==> config.mk <==
export PLATFORM = sky130hd
export DESIGN_NAME = pipeline_hazard_ctrl_flat
export DESIGN_NICKNAME = d
export VERILOG_FILES = /design/src/rtl/legv8_pipe_pkg.sv /design/src/rtl/pipeline_hazard_ctrl_if.sv /design/src/rtl/legv8_load_use_detect.sv /design/src/rtl/pipeline_hazard_ctrl.sv /design/src/flat_wrapper.sv
export SDC_FILE = /design/constraint.sdc
export NUM_CORES = 1
export LEC_CHECK = 0
export ABC_CLOCK_PERIOD_IN_PS = 1800
export BUFFER_PORTS_ARGS = -buffer_cell sky130_fd_sc_hd__buf_2
export CAP_MARGIN = 20
export CORE_AREA = 2 2 39 41
export DETAILED_ROUTE_END_ITERATION = 6
export DIE_AREA = 0 0 41 43
export GPL_TIMING_DRIVEN = 0
export PLACE_DENSITY = 0.83
export SLEW_MARGIN = 10
export SYNTH_ARGS = -nofsm -noshare
export SYNTH_HDL_FRONTEND = slang
export SYNTH_SLANG_ARGS = --single-unit
export TNS_END_PERCENT = 1
==> constraint.sdc <==
create_clock -name clock -period 1.8 [get_ports clock]
set_clock_uncertainty 0.15 [all_clocks]
set_input_delay 0.09 -clock clock [delete_from_list [all_inputs] [get_ports clock]]
set_output_delay 0.09 -clock clock [all_outputs]
set_load 0.01 [all_outputs]
==> src/rtl/legv8_pipe_pkg.sv <==
// Shared types and constants for the LEGv8 pipeline hazard sequencer.
package legv8_pipe_pkg;

   localparam int unsigned REG_W        = 5;
   localparam int unsigned CNT_W        = 2;
   localparam int unsigned PERF_W       = 32;
   localparam int unsigned LU_STALL_MIN = 1;
   localparam int unsigned LU_STALL_MAX = 4;

   localparam logic [REG_W-1:0] XZR = REG_W'(31);

   typedef enum logic [1:0] {
      RUN      = 2'd0,
      LU_STALL = 2'd1,
      MEM_WAIT = 2'd2
   } hz_state_e;

   // Pipeline-register control bundle driven every cycle
   typedef struct packed {
      logic pc_write;
      logic ifid_write;
      logic ifid_flush;
      logic idex_bubble;
      logic idex_hold;
      logic exmem_flush;
      logic exmem_hold;
      logic memwb_bubble;
   } pipe_ctrl_t;

   // Normal flow: PC and IF/ID advance, nothing else asserted
   function automatic pipe_ctrl_t ctrl_default();
      pipe_ctrl_t c;
      c            = '0;
      c.pc_write   = 1'b1;
      c.ifid_write = 1'b1;
      return c;
   endfunction

   // Taken branch: squash the three younger instructions, PC takes the target
   function automatic pipe_ctrl_t ctrl_flush();
      pipe_ctrl_t c;
      c             = ctrl_default();
      c.ifid_flush  = 1'b1;
      c.idex_bubble = 1'b1;
      c.exmem_flush = 1'b1;
      return c;
   endfunction

   // Load-use: hold PC and IF/ID, inject a bubble into ID/EX
   function automatic pipe_ctrl_t ctrl_stall();
      pipe_ctrl_t c;
      c             = '0;
      c.idex_bubble = 1'b1;
      return c;
   endfunction

   // Memory wait: freeze everything upstream of MEM, bubble into WB
   function automatic pipe_ctrl_t ctrl_freeze();
      pipe_ctrl_t c;
      c              = '0;
      c.idex_hold    = 1'b1;
      c.exmem_hold   = 1'b1;
      c.memwb_bubble = 1'b1;
      return c;
   endfunction

   // Values presented while reset is asserted
   function automatic pipe_ctrl_t ctrl_reset();
      pipe_ctrl_t c;
      c              = '0;
      c.ifid_flush   = 1'b1;
      c.idex_bubble  = 1'b1;
      c.exmem_flush  = 1'b1;
      c.memwb_bubble = 1'b1;
      return c;
   endfunction

endpackage

==> src/rtl/pipeline_hazard_ctrl_if.sv <==
// Hazard-controller signal bundle. Optional perf counters: PIPE_PERF_CNT_EN.
interface pipeline_hazard_ctrl_if;
   import legv8_pipe_pkg::*;

   logic [REG_W-1:0] ifid_rn;
   logic [REG_W-1:0] ifid_src2;
   logic             ifid_src2_valid;
   logic             idex_memread;
   logic [REG_W-1:0] idex_rd;
   logic             mem_branch_taken;
   logic             mem_busy;

   logic             pc_write;
   logic             ifid_write;
   logic             ifid_flush;
   logic             idex_bubble;
   logic             idex_hold;
   logic             exmem_flush;
   logic             exmem_hold;
   logic             memwb_bubble;
   logic [1:0]       state;
`ifdef PIPE_PERF_CNT_EN
   logic [PERF_W-1:0] stall_cycles;
   logic [PERF_W-1:0] flush_events;
   logic [PERF_W-1:0] wait_cycles;
`endif

   modport master (
      output ifid_rn, ifid_src2, ifid_src2_valid, idex_memread, idex_rd,
             mem_branch_taken, mem_busy,
      input  pc_write, ifid_write, ifid_flush, idex_bubble, idex_hold,
             exmem_flush, exmem_hold, memwb_bubble, state
`ifdef PIPE_PERF_CNT_EN
      , input stall_cycles, flush_events, wait_cycles
`endif
   );

   modport slave (
      input  ifid_rn, ifid_src2, ifid_src2_valid, idex_memread, idex_rd,
             mem_branch_taken, mem_busy,
      output pc_write, ifid_write, ifid_flush, idex_bubble, idex_hold,
             exmem_flush, exmem_hold, memwb_bubble, state
`ifdef PIPE_PERF_CNT_EN
      , output stall_cycles, flush_events, wait_cycles
`endif
   );

endinterface

==> src/rtl/legv8_load_use_detect.sv <==
// Combinational load-use hazard detector between ID/EX load and IF/ID sources.
module legv8_load_use_detect
   import legv8_pipe_pkg::*;
(
   input  logic [REG_W-1:0] ifid_rn_i,
   input  logic [REG_W-1:0] ifid_src2_i,
   input  logic             ifid_src2_valid_i,
   input  logic             idex_memread_i,
   input  logic [REG_W-1:0] idex_rd_i,
   output logic             hz_c_o
);

   // A load into XZR never produces a value, so it cannot cause a hazard
   always_comb begin
      hz_c_o = idex_memread_i && (idex_rd_i != XZR) &&
               ((idex_rd_i == ifid_rn_i) ||
                (ifid_src2_valid_i && (idex_rd_i == ifid_src2_i)));
   end

endmodule

==> src/rtl/pipeline_hazard_ctrl.sv <==
// Stall/flush sequencer for the five-stage LEGv8 pipeline.
// Optional perf counters enabled by defining PIPE_PERF_CNT_EN.
module pipeline_hazard_ctrl
   import legv8_pipe_pkg::*;
#(
   parameter int unsigned LU_STALL_CYCLES = 1
) (
   input  logic                  clock,
   input  logic                  reset,
   pipeline_hazard_ctrl_if.slave hc
);

   // Out-of-range stall lengths are clamped into the supported window
   localparam int unsigned LU_N =
      (LU_STALL_CYCLES < LU_STALL_MIN) ? LU_STALL_MIN :
      (LU_STALL_CYCLES > LU_STALL_MAX) ? LU_STALL_MAX : LU_STALL_CYCLES;
   localparam logic [CNT_W-1:0] CNT_LOAD = CNT_W'(LU_N - 1);

   hz_state_e        state_q, state_d;
   hz_state_e        ret_q, ret_d;
   hz_state_e        eff_state;
   logic [CNT_W-1:0] cnt_q, cnt_d;
   logic             hz_c;
   pipe_ctrl_t       ctrl_c;
   pipe_ctrl_t       out_c;

   legv8_load_use_detect u_lud (
      .ifid_rn_i         (hc.ifid_rn),
      .ifid_src2_i       (hc.ifid_src2),
      .ifid_src2_valid_i (hc.ifid_src2_valid),
      .idex_memread_i    (hc.idex_memread),
      .idex_rd_i         (hc.idex_rd),
      .hz_c_o            (hz_c)
   );

   // State, remaining-stall count and post-wait return state
   always_ff @(posedge clock or posedge reset) begin
      if (reset) begin
         state_q <= RUN;
         cnt_q   <= '0;
         ret_q   <= RUN;
      end else begin
         state_q <= state_d;
         cnt_q   <= cnt_d;
         ret_q   <= ret_d;
      end
   end

   // Next state and control decode; a finished memory wait behaves as its return state
   always_comb begin
      state_d   = state_q;
      cnt_d     = cnt_q;
      ret_d     = ret_q;
      ctrl_c    = ctrl_default();
      eff_state = (state_q == MEM_WAIT) ? ret_q : state_q;

      if (hc.mem_branch_taken) begin
         ctrl_c  = ctrl_flush();
         state_d = RUN;
         cnt_d   = '0;
         ret_d   = RUN;
      end else if (hc.mem_busy) begin
         ctrl_c  = ctrl_freeze();
         state_d = MEM_WAIT;
         if (state_q != MEM_WAIT) begin
            ret_d = (state_q == LU_STALL) ? LU_STALL : RUN;
         end
      end else begin
         case (eff_state)
            RUN: begin
               state_d = RUN;
               if (hz_c) begin
                  ctrl_c = ctrl_stall();
                  if (LU_N > 1) begin
                     cnt_d   = CNT_LOAD;
                     state_d = LU_STALL;
                  end
               end
            end
            LU_STALL: begin
               ctrl_c  = ctrl_stall();
               cnt_d   = cnt_q - CNT_W'(1);
               state_d = (cnt_d == '0) ? RUN : LU_STALL;
            end
            default: begin
               state_d = RUN;
               cnt_d   = '0;
               ret_d   = RUN;
            end
         endcase
      end
   end

   // Reset overrides the decoded controls immediately
   assign out_c = reset ? ctrl_reset() : ctrl_c;

   assign hc.pc_write     = out_c.pc_write;
   assign hc.ifid_write   = out_c.ifid_write;
   assign hc.ifid_flush   = out_c.ifid_flush;
   assign hc.idex_bubble  = out_c.idex_bubble;
   assign hc.idex_hold    = out_c.idex_hold;
   assign hc.exmem_flush  = out_c.exmem_flush;
   assign hc.exmem_hold   = out_c.exmem_hold;
   assign hc.memwb_bubble = out_c.memwb_bubble;
   assign hc.state        = state_q;

`ifdef PIPE_PERF_CNT_EN
   localparam logic [PERF_W-1:0] PERF_MAX = {PERF_W{1'b1}};

   logic [PERF_W-1:0] stall_cycles_q, flush_events_q, wait_cycles_q;
   logic              is_stall_c, is_flush_c, is_freeze_c;

   assign is_flush_c  = ctrl_c.ifid_flush;
   assign is_freeze_c = ctrl_c.idex_hold;
   assign is_stall_c  = ctrl_c.idex_bubble & ~ctrl_c.ifid_flush;

   // Saturating per-action cycle counters
   always_ff @(posedge clock or posedge reset) begin
      if (reset) begin
         stall_cycles_q <= '0;
         flush_events_q <= '0;
         wait_cycles_q  <= '0;
      end else begin
         if (is_stall_c && (stall_cycles_q != PERF_MAX)) begin
            stall_cycles_q <= stall_cycles_q + PERF_W'(1);
         end
         if (is_flush_c && (flush_events_q != PERF_MAX)) begin
            flush_events_q <= flush_events_q + PERF_W'(1);
         end
         if (is_freeze_c && (wait_cycles_q != PERF_MAX)) begin
            wait_cycles_q <= wait_cycles_q + PERF_W'(1);
         end
      end
   end

   assign hc.stall_cycles = stall_cycles_q;
   assign hc.flush_events = flush_events_q;
   assign hc.wait_cycles  = wait_cycles_q;
`endif

endmodule

==> src/flat_wrapper.sv <==
// flat-port wrapper written by rule: the top's interface ports become plain ports
module pipeline_hazard_ctrl_flat import legv8_pipe_pkg::*;
#(
   parameter int unsigned LU_STALL_CYCLES = 1
)
  (clock, reset, hc_ifid_rn, hc_ifid_src2, hc_ifid_src2_valid, hc_idex_memread, hc_idex_rd, hc_mem_branch_taken, hc_mem_busy, hc_pc_write, hc_ifid_write, hc_ifid_flush, hc_idex_bubble, hc_idex_hold, hc_exmem_flush, hc_exmem_hold, hc_memwb_bubble, hc_state);
  pipeline_hazard_ctrl_if hc_i ();
  input  logic clock;
  input  logic reset;
  input wire logic [$bits(hc_i.ifid_rn)-1:0] hc_ifid_rn;
  input wire logic [$bits(hc_i.ifid_src2)-1:0] hc_ifid_src2;
  input wire logic [$bits(hc_i.ifid_src2_valid)-1:0] hc_ifid_src2_valid;
  input wire logic [$bits(hc_i.idex_memread)-1:0] hc_idex_memread;
  input wire logic [$bits(hc_i.idex_rd)-1:0] hc_idex_rd;
  input wire logic [$bits(hc_i.mem_branch_taken)-1:0] hc_mem_branch_taken;
  input wire logic [$bits(hc_i.mem_busy)-1:0] hc_mem_busy;
  output wire logic [$bits(hc_i.pc_write)-1:0] hc_pc_write;
  output wire logic [$bits(hc_i.ifid_write)-1:0] hc_ifid_write;
  output wire logic [$bits(hc_i.ifid_flush)-1:0] hc_ifid_flush;
  output wire logic [$bits(hc_i.idex_bubble)-1:0] hc_idex_bubble;
  output wire logic [$bits(hc_i.idex_hold)-1:0] hc_idex_hold;
  output wire logic [$bits(hc_i.exmem_flush)-1:0] hc_exmem_flush;
  output wire logic [$bits(hc_i.exmem_hold)-1:0] hc_exmem_hold;
  output wire logic [$bits(hc_i.memwb_bubble)-1:0] hc_memwb_bubble;
  output wire logic [$bits(hc_i.state)-1:0] hc_state;
  assign hc_i.ifid_rn = hc_ifid_rn;
  assign hc_i.ifid_src2 = hc_ifid_src2;
  assign hc_i.ifid_src2_valid = hc_ifid_src2_valid;
  assign hc_i.idex_memread = hc_idex_memread;
  assign hc_i.idex_rd = hc_idex_rd;
  assign hc_i.mem_branch_taken = hc_mem_branch_taken;
  assign hc_i.mem_busy = hc_mem_busy;
  assign hc_pc_write = hc_i.pc_write;
  assign hc_ifid_write = hc_i.ifid_write;
  assign hc_ifid_flush = hc_i.ifid_flush;
  assign hc_idex_bubble = hc_i.idex_bubble;
  assign hc_idex_hold = hc_i.idex_hold;
  assign hc_exmem_flush = hc_i.exmem_flush;
  assign hc_exmem_hold = hc_i.exmem_hold;
  assign hc_memwb_bubble = hc_i.memwb_bubble;
  assign hc_state = hc_i.state;
  pipeline_hazard_ctrl #(.LU_STALL_CYCLES(LU_STALL_CYCLES)) u_core (.clock(clock), .reset(reset), .hc(hc_i));
endmodule
Yosys cells after proc, flatten, opt, wreduce, memory -nomap -nowiden
Cells that the tools add are included.
{ "word_totals": {"register_bits": 6, "wordCells": 42} }
{ "op_classes": {"n_addsub": 1, "n_eq_ne": 11, "mux": 18, "reduce_logical": 9} }
{ "ops": {"columns": ["cell", "n"], "rows": [
  ["8-bit 2-to-1 mux", 4],
  ["2-bit 2-to-1 mux", 10],
  ["8-bit one-hot mux with 2 select lines", 1],
  ["5-bit == test", 2],
  ["2-bit inequality test (second input constant)", 3],
  ["5-bit inequality test (second input constant)", 1],
  ["2-bit by 1-bit == test with 1-bit output (second input constant)", 2],
  ["2-bit zero test", 2],
  ["2-bit one-hot mux with 2 select lines", 1],
  ["2-bit AND reduction", 2],
  ["1-bit logical AND", 3],
  ["3-bit by 1-bit inequality test with 1-bit output (second input constant)", 1],
  ["3-bit by 2-bit inequality test with 1-bit output (second input constant)", 1],
  ["2-bit == test (second input constant)", 1],
  ["1-bit 2-to-1 mux", 2],
  ["2-bit OR reduction", 1],
  ["2-bit by 1-bit subtractor with 2-bit output (second input constant)", 1],
  ["1-bit logical OR", 1]
]} }

Depth between registers and ports, before layout
Gate-level depths: netlist (run 1).
{ "logic_depth": {"ltp_word": 9, "depth_mapped": 6, "depth_no_buf": 6} }

Modules after synthesis
A second synthesis (run 1) with hierarchy kept.
{ "hier_totals": {"hier_cells": 60, "area_unflattened_um2": 480.5} }
{ "modules_own_cells": {"columns": ["mod", "n_inst", "cells_each", "area_each_um2", "seq_area_each_um2"], "rows": [
  ["pipeline_hazard_ctrl", 1, 42, 352.8, 125.1],
  ["legv8_load_use_detect", 1, 18, 127.6, 0.0]
]} }

Worst setup path after synthesis (run 1)
OpenSTA, ideal clock, no wires.
{ "synth_timing": {"path_kind": "register -> output", "from": "reg u_core.state_q[0] (netlist: u_core.hc.state[0])", "to": "out hc_pc_write", "t_arrival_ps": 1298, "t_required_ps": 1560, "path_slack_ps": 262, "path_stages_with_launch": 6, "n_path_buf": 1, "path_cell_list": "dfrtp_1 and3b_1 nor2_1 nor2_1 a211oi_2 buf_4"} }
{ "synth_via": {"elab_chain_len": 7, "word_cells_on_any_way": 8, "cone_classes": "2 x eq/ne; 5 x mux; 1 x reduce/logical"} }
{ "synth_rtl": {"columns": ["element", "line", "text"], "rows": [
  ["start: declaration", "pipeline_hazard_ctrl.sv:19", "hz_state_e state_q, state_d;"],
  ["start signal: assignment", "pipeline_hazard_ctrl.sv:43", "state_q <= state_d;"],
  ["2-bit == test", "pipeline_hazard_ctrl.sv:55", "eff_state = (state_q == MEM_WAIT) ? ret_q : state_q;"],
  ["2-bit 2-to-1 mux *", "pipeline_hazard_ctrl.sv:55", null],
  ["2-bit by 1-bit == test with 1-bit output or 2-bit zero test (tied branches)", "pipeline_hazard_ctrl.sv:69", "case (eff_state)"],
  ["8-bit one-hot mux with 2 select lines *", "pipeline_hazard_ctrl.sv:69", null],
  ["8-bit 2-to-1 mux *", "pipeline_hazard_ctrl.sv:62", "end else if (hc.mem_busy) begin"],
  ["8-bit 2-to-1 mux *", "pipeline_hazard_ctrl.sv:57", "if (hc.mem_branch_taken) begin"],
  ["8-bit 2-to-1 mux *", "pipeline_hazard_ctrl.sv:95", "assign out_c = reset ? ctrl_reset() : ctrl_c;"],
  ["end: declaration", "flat_wrapper.sv:17", "output wire logic [$bits(hc_i.pc_write)-1:0] hc_pc_write;"]
]} }
Mark *: on every way between the ends. The rest lies on a longest branch, timed or not.

Worst setup path in the final report (run 1)
{ "layout_timing": {"from": "in hc_mem_branch_taken", "to": "out hc_idex_bubble"} }
{ "layout_via": {"elab_chain_len": 2} }
{ "layout_rtl": {"columns": ["element", "line", "text"], "rows": [
  ["start: declaration", "flat_wrapper.sv:15", "input wire logic [$bits(hc_i.mem_branch_taken)-1:0] hc_mem_branch_taken;"],
  ["8-bit 2-to-1 mux", "pipeline_hazard_ctrl.sv:57", null],
  ["8-bit 2-to-1 mux", "pipeline_hazard_ctrl.sv:95", null],
  ["end: declaration", "flat_wrapper.sv:20", "output wire logic [$bits(hc_i.idex_bubble)-1:0] hc_idex_bubble;"]
]} }
No other way between the ends.

==> qor.yml, run 1 <==
timing:
  finalHoldViolations: 0
  rsz0062_at_grt: "no"
  relSlewSlack: 0.806
  slew_viol_final: 0
  setup_tns_ps: 0
  setup_violations: 0
  setup_slack_ps: 80.8
  fin_crit_ps: 1720
  fmax_ghz: 0.582
  holdWs_ps: 158
  worst_slew_pin_slew_ps: 292
  fin_crit_sh: 0.955
synthesis:
  ys_async_sr_fraction: 1.00
  synthAdderAreaFrac: 0.0255
  ys_seq_elements: 5
  synth_compound_area_frac: 0.189
  postSynth.topFlopCell: "dfrtp_1"
  yosysSeqAreaShare: 0.255
  yosysWarnings: 0
  synthCells: 61
  ys_types: 27
  syn_area_um2: 490
  yosys.area_share.simple: 0.222
  synth.area.mux_share: 0.0204
  synth_top_family_by_area: "simple AND/OR/NAND/NOR gates"
  synth_xor_xnor_area_share: 0.179
  avgSynthCellArea_um2: 8.04
  synth_edf_count: 0
  synthesis.nets: 83
clocking:
  clk_transition_reported_paths_ps: 50
  insertion_delay_ps: 250
  clockBufferDepth: 2
  cts.sink_count: 5
  cts_tree: "done"
  cts_root_buffer: "clkbuf_4"
  numCtsBuffers: 3
  htree_levels: 1
setup_path:
  reg2reg_to: "u_core.hc.state[0]"
  rr_worst_depth: 4
  crit_slowest_cell: "dlygate4sd3_1"
  worstPathCellList: "dlygate4sd3_1 > buf_2 > or2_1 > a211o_1 > buf_2"
  critical_path.startpoint_type: "primary input"
  end_kind: "primary output"
  critical_path_required_ps: 1560
  cp.arrival_ps: 1480
  path_class: "in2out"
  crit_path_frequent_cell: "buf_2"
  max_stage_delay_ps: 520
  r2r_setup_slack_ps: 100
  crit_path_max_fanout: 9
  timing.rr.start: "u_core.hc.state[0]"
global_route:
  grt_remaining_overflow: 0
  antenna_found_initial: 0
  grt_pass1_wl_um: 1750
  grt_max_degree: 10
  grt_pass1_vias: 430
  grt_usage: 0.148
power:
  pwr_density_cell_nw_per_um2: 511
  leakage_uw: 0.000361
  vdd_ir_drop_max_mv: 0.244
  totalPowerFinal_uw: 384
floorplan:
  fp-row-count: 14
  die_area_um2: 1760
  core_area_um2: 1380
  die_h_um: 43
  top_level_ports: 31
  fp.dieW_um: 41
  start_util: 0.354
routing:
  vias: 552
  drc: 0
  vias_per_cell: 4.76
  wl_per_cell_um: 10.5
  wirelength_um: 1220
  postRouteAntennaNets: 0
  drtIter0Drc: 8
  first_pass_iters: 4
placement:
  io_buffers: 28
  dp_hpwl_um: 968
  placed_area_um2: 651
  place_ws_ps: 230
  gp_congestion: 0.781
layout:
  design_area_um2: 751
  drive_gt1_frac: 0.470
  synthToLayoutAreaGrowth_pct: 53.1
  antenna_cells: 0
  nets: 123
worst_hold_path:
  min_path_type: "in2async"
flow_run:
  cap_violations: 0
outcome:
  status: "finished clean"
==> critical path, delay by kind of cell <==
| family | cells | cell delay, ps |
|---|---|---|
| AND/OR/NAND/NOR | 1 | 280 |
| AO/OA/AOI/OAI | 1 | 270 |
| buffers and inverters | 3 | 830 |
==> routing by layer <==
metal | global-route usage | wire length [um] | vias to the layer above
met5 | 0 | 0 | -
met4 | 0.100 | 23 | 0
met3 | 0.0314 | 94 | 2
met2 | 0.219 | 592 | 31
met1 | 0.183 | 505 | 232
li1 | - | - | 287
==> through the flow <==
stage,cells,utilization
finish,116,0.542
global route,116,0.542
CTS,113,0.520
detailed placement,105,0.470
global placement,105,0.470
floorplan,61,-
==> area by class of cell <==
type	count	area, um^2
repair buffers	36	210
multi-input cells	46	320
well taps	16	20.0
flip-flops and latches	5	128
plain buffers	4	27.5
clock buffers	4	26.3
fillers	127	633
inverters	5	18.8
==> sequential cells by signal (all words and copies together), names as in the netlist <==
name and count:
u_core.cnt_q 2, u_core.hc.state 2, u_core.ret_q 1
==> synthesized netlist by cell type, types with 2 or more instances <==
library cell	n	area (um^2)
inv_1	5	18.8
buf_4	4	30.0
a211oi_2	2	25.0
nand3_1	2	10.0
xnor2_1	10	87.6
nand2_1	3	11.3
o21ai_0	2	10.0
dfrtp_1	5	125
nor2_1	10	37.5
==> logic make-up after synthesis <==
family / Yosys count
adder cells (fa/ha/maj): 1
XOR/XNOR: 10
multiplexers: 1
AO/OA/AOI/OAI: 12
flip-flops: 5
buffers and inverters: 10
AND/OR/NAND/NOR: 22
==> report_power, final <==
group	switching [uW]	internal [uW]	total (uW)
Clock	48.2	83.9	132
Combinational	60.7	67.9	129
Sequential	4.14	119	123
==> timing repair <==
| item | 4_1_cts | 5_1_grt |
|---|---|---|
| hold buffers | 4 | 0 |
| endpoints found under the hold margin | 10 | 0 |
| setup buffers | 0 | 4 |
| pin swaps | 0 | 1 |
| setup endpoints to repair | 1 | 2 |
| resized for setup | 2 | 5 |
==> worst max path at each step <==
stage / start / endpoint / slack, ps / depth (start not counted)
global placement: u_core.hc.state[1] / hc_pc_write / 250 / 6
global route: hc_mem_branch_taken / hc_idex_bubble / 6 / 5
CTS: u_core.hc.state[1] / hc_pc_write / 5 / 6
floorplan: u_core.hc.state[0] / hc_pc_write / 260 / 5
finish: hc_mem_branch_taken / hc_idex_bubble / 80 / 5
detailed placement: u_core.hc.state[0] / hc_pc_write / 230 / 6
==> placed cells by master, fill, tap and decap left out, drive strengths merged, types with 2 or more instances in the layout <==
cell type,synthesis,layout
nor2,10,10
a211oi,2,2
nand3,2,2
inv,5,5
dlygate4sd3,0,4
xnor2,10,10
o21ai,3,3
buf,5,36
nand2,3,3
dfrtp,5,5
clkbuf,0,4
Note: power is estimated with default switching activity, not from simulation.
==> run 2, diff against run 1 <==
--- a/config.mk
+++ b/config.mk
@@ -5,10 +5,11 @@
 export SDC_FILE = /design/constraint.sdc
 export NUM_CORES = 1
 export LEC_CHECK = 0
-export ABC_CLOCK_PERIOD_IN_PS = 1800
+export ABC_CLOCK_PERIOD_IN_PS = 1900
 export BUFFER_PORTS_ARGS = -buffer_cell sky130_fd_sc_hd__buf_2
 export CAP_MARGIN = 20
 export CORE_AREA = 2 2 39 41
+export CTS_CLUSTER_SIZE = 16
 export DETAILED_ROUTE_END_ITERATION = 6
 export DIE_AREA = 0 0 41 43
 export GPL_TIMING_DRIVEN = 0
==> constraint.sdc (replaced) <==
create_clock -name clock -period 1.9 [get_ports clock]
set_clock_uncertainty 0.15 [all_clocks]
set_input_delay 0.095 -clock clock [delete_from_list [all_inputs] [get_ports clock]]
set_output_delay 0.095 -clock clock [all_outputs]
set_load 0.01 [all_outputs]
==> run 2 against run 1 <==
  * Final area shrank 3.7%
  * Combinational power fell by 6%
  * Die area unchanged
  * Power is 5.4% lower
  * Critical path depth grew 1
  * Critical path type is now reg2out
  * Global-route usage unchanged
  * Final cell count fell by 2.6%
  * Sequential power fell by 5%
  * Wire length fell by 1.6%
==> qor.yml, run 2 (synthesis gave the netlist of run 1 again) <==
layout:
  regArea_um2: 128  # unchanged
  mostFrequentLayoutCells: "buf_2, nor2_1, xnor2_1"
  drive_gt1_frac: 0.423  # -0.0473
  layout_commonest_cell: "buf_2"
  nFillCells: 126  # -0.79%
  antenna_cells: 0  # unchanged
  multi_input_area_um2: 312  # -2.7%
  synthToLayoutAreaGrowth_pct: 47.4
  design_area_um2: 723  # -3.7%
  nets: 120  # -2.4%
  fin_cells: 113  # -2.6%
timing:
  rsz0062_at_grt: "no"
  fin_crit_sh: 0.946
  fmax_ghz: 0.557
  worst_slew_pin_slew_ps: 298  # +5.92 ps
  finalHoldViolations: 0  # unchanged
  setup_violations: 0  # unchanged
  setup_tns_ps: 0  # unchanged
  slew_viol_final: 0  # unchanged
  fin_crit_ps: 1800
  setup_slack_ps: 104  # +22.8 ps
  relSlewSlack: 0.802  # -0.00395
power:
  pwr_density_cell_nw_per_um2: 502  # -1.8%
  vdd_ir_drop_max_mv: 0.239  # -1.7%
  leakage_uw: 0.000339  # -6.1%
setup_path:
  reg2reg_to: "u_core.hc.state[0]"
  rr_worst_depth: 4  # unchanged
  critical_path_required_ps: 1650  # +90 ps
  r2r_setup_slack_ps: 180  # +80 ps
  cp.arrival_ps: 1550  # +70 ps
  timing.rr.start: "u_core.hc.state[1]"
  end_kind: "primary output"
  critical_path.startpoint_type: "register"
  crit_path_max_fanout: 7  # -2
  path_class: "reg2out"
placement:
  placed_area_um2: 651  # unchanged
  dp.cells: 105  # unchanged
  gp_congestion: 0.781  # unchanged
  place_ws_ps: 325  # +95.0 ps
  dp_hpwl_um: 968  # unchanged
  io_buffers: 28  # unchanged
routing:
  vias_per_cell: 4.85  # +1.9%
  vias: 548  # -0.72%
  wl_per_cell_um: 10.6  # +0.97%
  wirelength_um: 1200  # -1.6%
  drtIter0Drc: 12  # +4
  first_pass_iters: 4  # unchanged
  drc: 0  # unchanged
  postRouteAntennaNets: 0  # unchanged
floorplan:
  fp-row-count: 14  # unchanged
  die_area_um2: 1760  # unchanged
  core_area_um2: 1380  # unchanged
  start_util: 0.354  # unchanged
  fp.dieW_um: 41  # unchanged
  top_level_ports: 31  # unchanged
  die_h_um: 43  # unchanged
global_route:
  grt_max_degree: 10  # unchanged
  grt_usage: 0.148  # unchanged
  grt_pass1_wl_um: 1750  # unchanged
  grt_remaining_overflow: 0  # unchanged
  antenna_found_initial: 0  # unchanged
  grt_pass1_vias: 421  # -2.1%
clocking:
  clockBufferDepth: 2  # unchanged
  numCtsBuffers: 3  # unchanged
  post_cts_buffers: 0  # unchanged
  insertion_delay_ps: 250  # about the same
  cts_root_buffer: "clkbuf_4"
  clk_transition_reported_paths_ps: 50  # about the same
  htree_levels: 1  # unchanged
  cts.sink_count: 5  # unchanged
  cts_tree: "done"
worst_hold_path:
  min_path_type: "in2async"
flow_run:
  cap_violations: 0  # unchanged
outcome:
  status: "finished clean"
-- run 2: cell types whose count changed in the layout (fill, tap and decap cells not counted), sizes merged --
cell,previous run,this run
inv,5,4
clkinvlp,0,1
buf,36,33
-- run 2: final cells by class --
type | instances | area share
inverter | 5 | 0.0311
multi-input combinational | 46 | 0.431
timing repair buffer | 32 | 0.249
clock buffer | 4 | 0.0363
tap | 16 | 0.0277
buffer | 5 | 0.0484
sequential | 5 | 0.176
-- run 2: layer usage --
layer | up-vias | track usage | wire, um
li1 | 281 | - | -
met1 | 230 | 0.183 | 495
met2 | 35 | 0.219 | 575
met3 | 2 | 0.0314 | 102
met4 | 0 | 0.100 | 23
met5 | - | 0 | 0
-- run 2: power by group --
| part | leakage, uW | total [uW] | internal [uW] | switching [uW] |
|---|---|---|---|---|
| registers | 0.0000652 | 117 | 113 | 4.43 |
| logic | 0.000258 | 121 | 63.6 | 56.9 |
| clock network | 0.0000150 | 125 | 79.5 | 45.9 |
| total | 0.000339 | 363 | 256 | 107 |
-- run 2: what timing repair did --
action / in CTS / in global routing
hold buffers: 4 / 0
endpoints found under the setup margin: 0 / 1
hold endpoints to repair: 10 / 0
gates resized for setup: 0 / 4
-- run 2: worst max path at each step --
| stage | depth (start not counted) | to | start |
|---|---|---|---|
| final | 6 | hc_pc_write | u_core.hc.state[1] |
| after global routing | 6 | hc_pc_write | u_core.hc.state[1] |
| after CTS | 6 | hc_pc_write | u_core.hc.state[0] |
| after detailed placement | 6 | hc_pc_write | u_core.hc.state[0] |
| after global placement | 6 | hc_pc_write | u_core.hc.state[1] |
| after floorplan | 5 | hc_pc_write | u_core.hc.state[0] |
-- run 2: worst max-delay path, cell delays in order, from the launching register on --
cell      delay, ps
dfrtp_2         450
a21oi_1         240
o211ai_1        140
nor2_1          130
a211oi_2         90
buf_4           140
buf_2           130
-- run 2: through the flow --
step / hold WS (ps) / utilization / total power [uW]
after floorplan: -271 / - / 188
after global placement: -134 / 0.470 / 229
after detailed placement: -135 / 0.470 / 234
after CTS: 157 / 0.518 / 365
after global routing: 148 / 0.523 / 389
final: 135 / 0.523 / 363
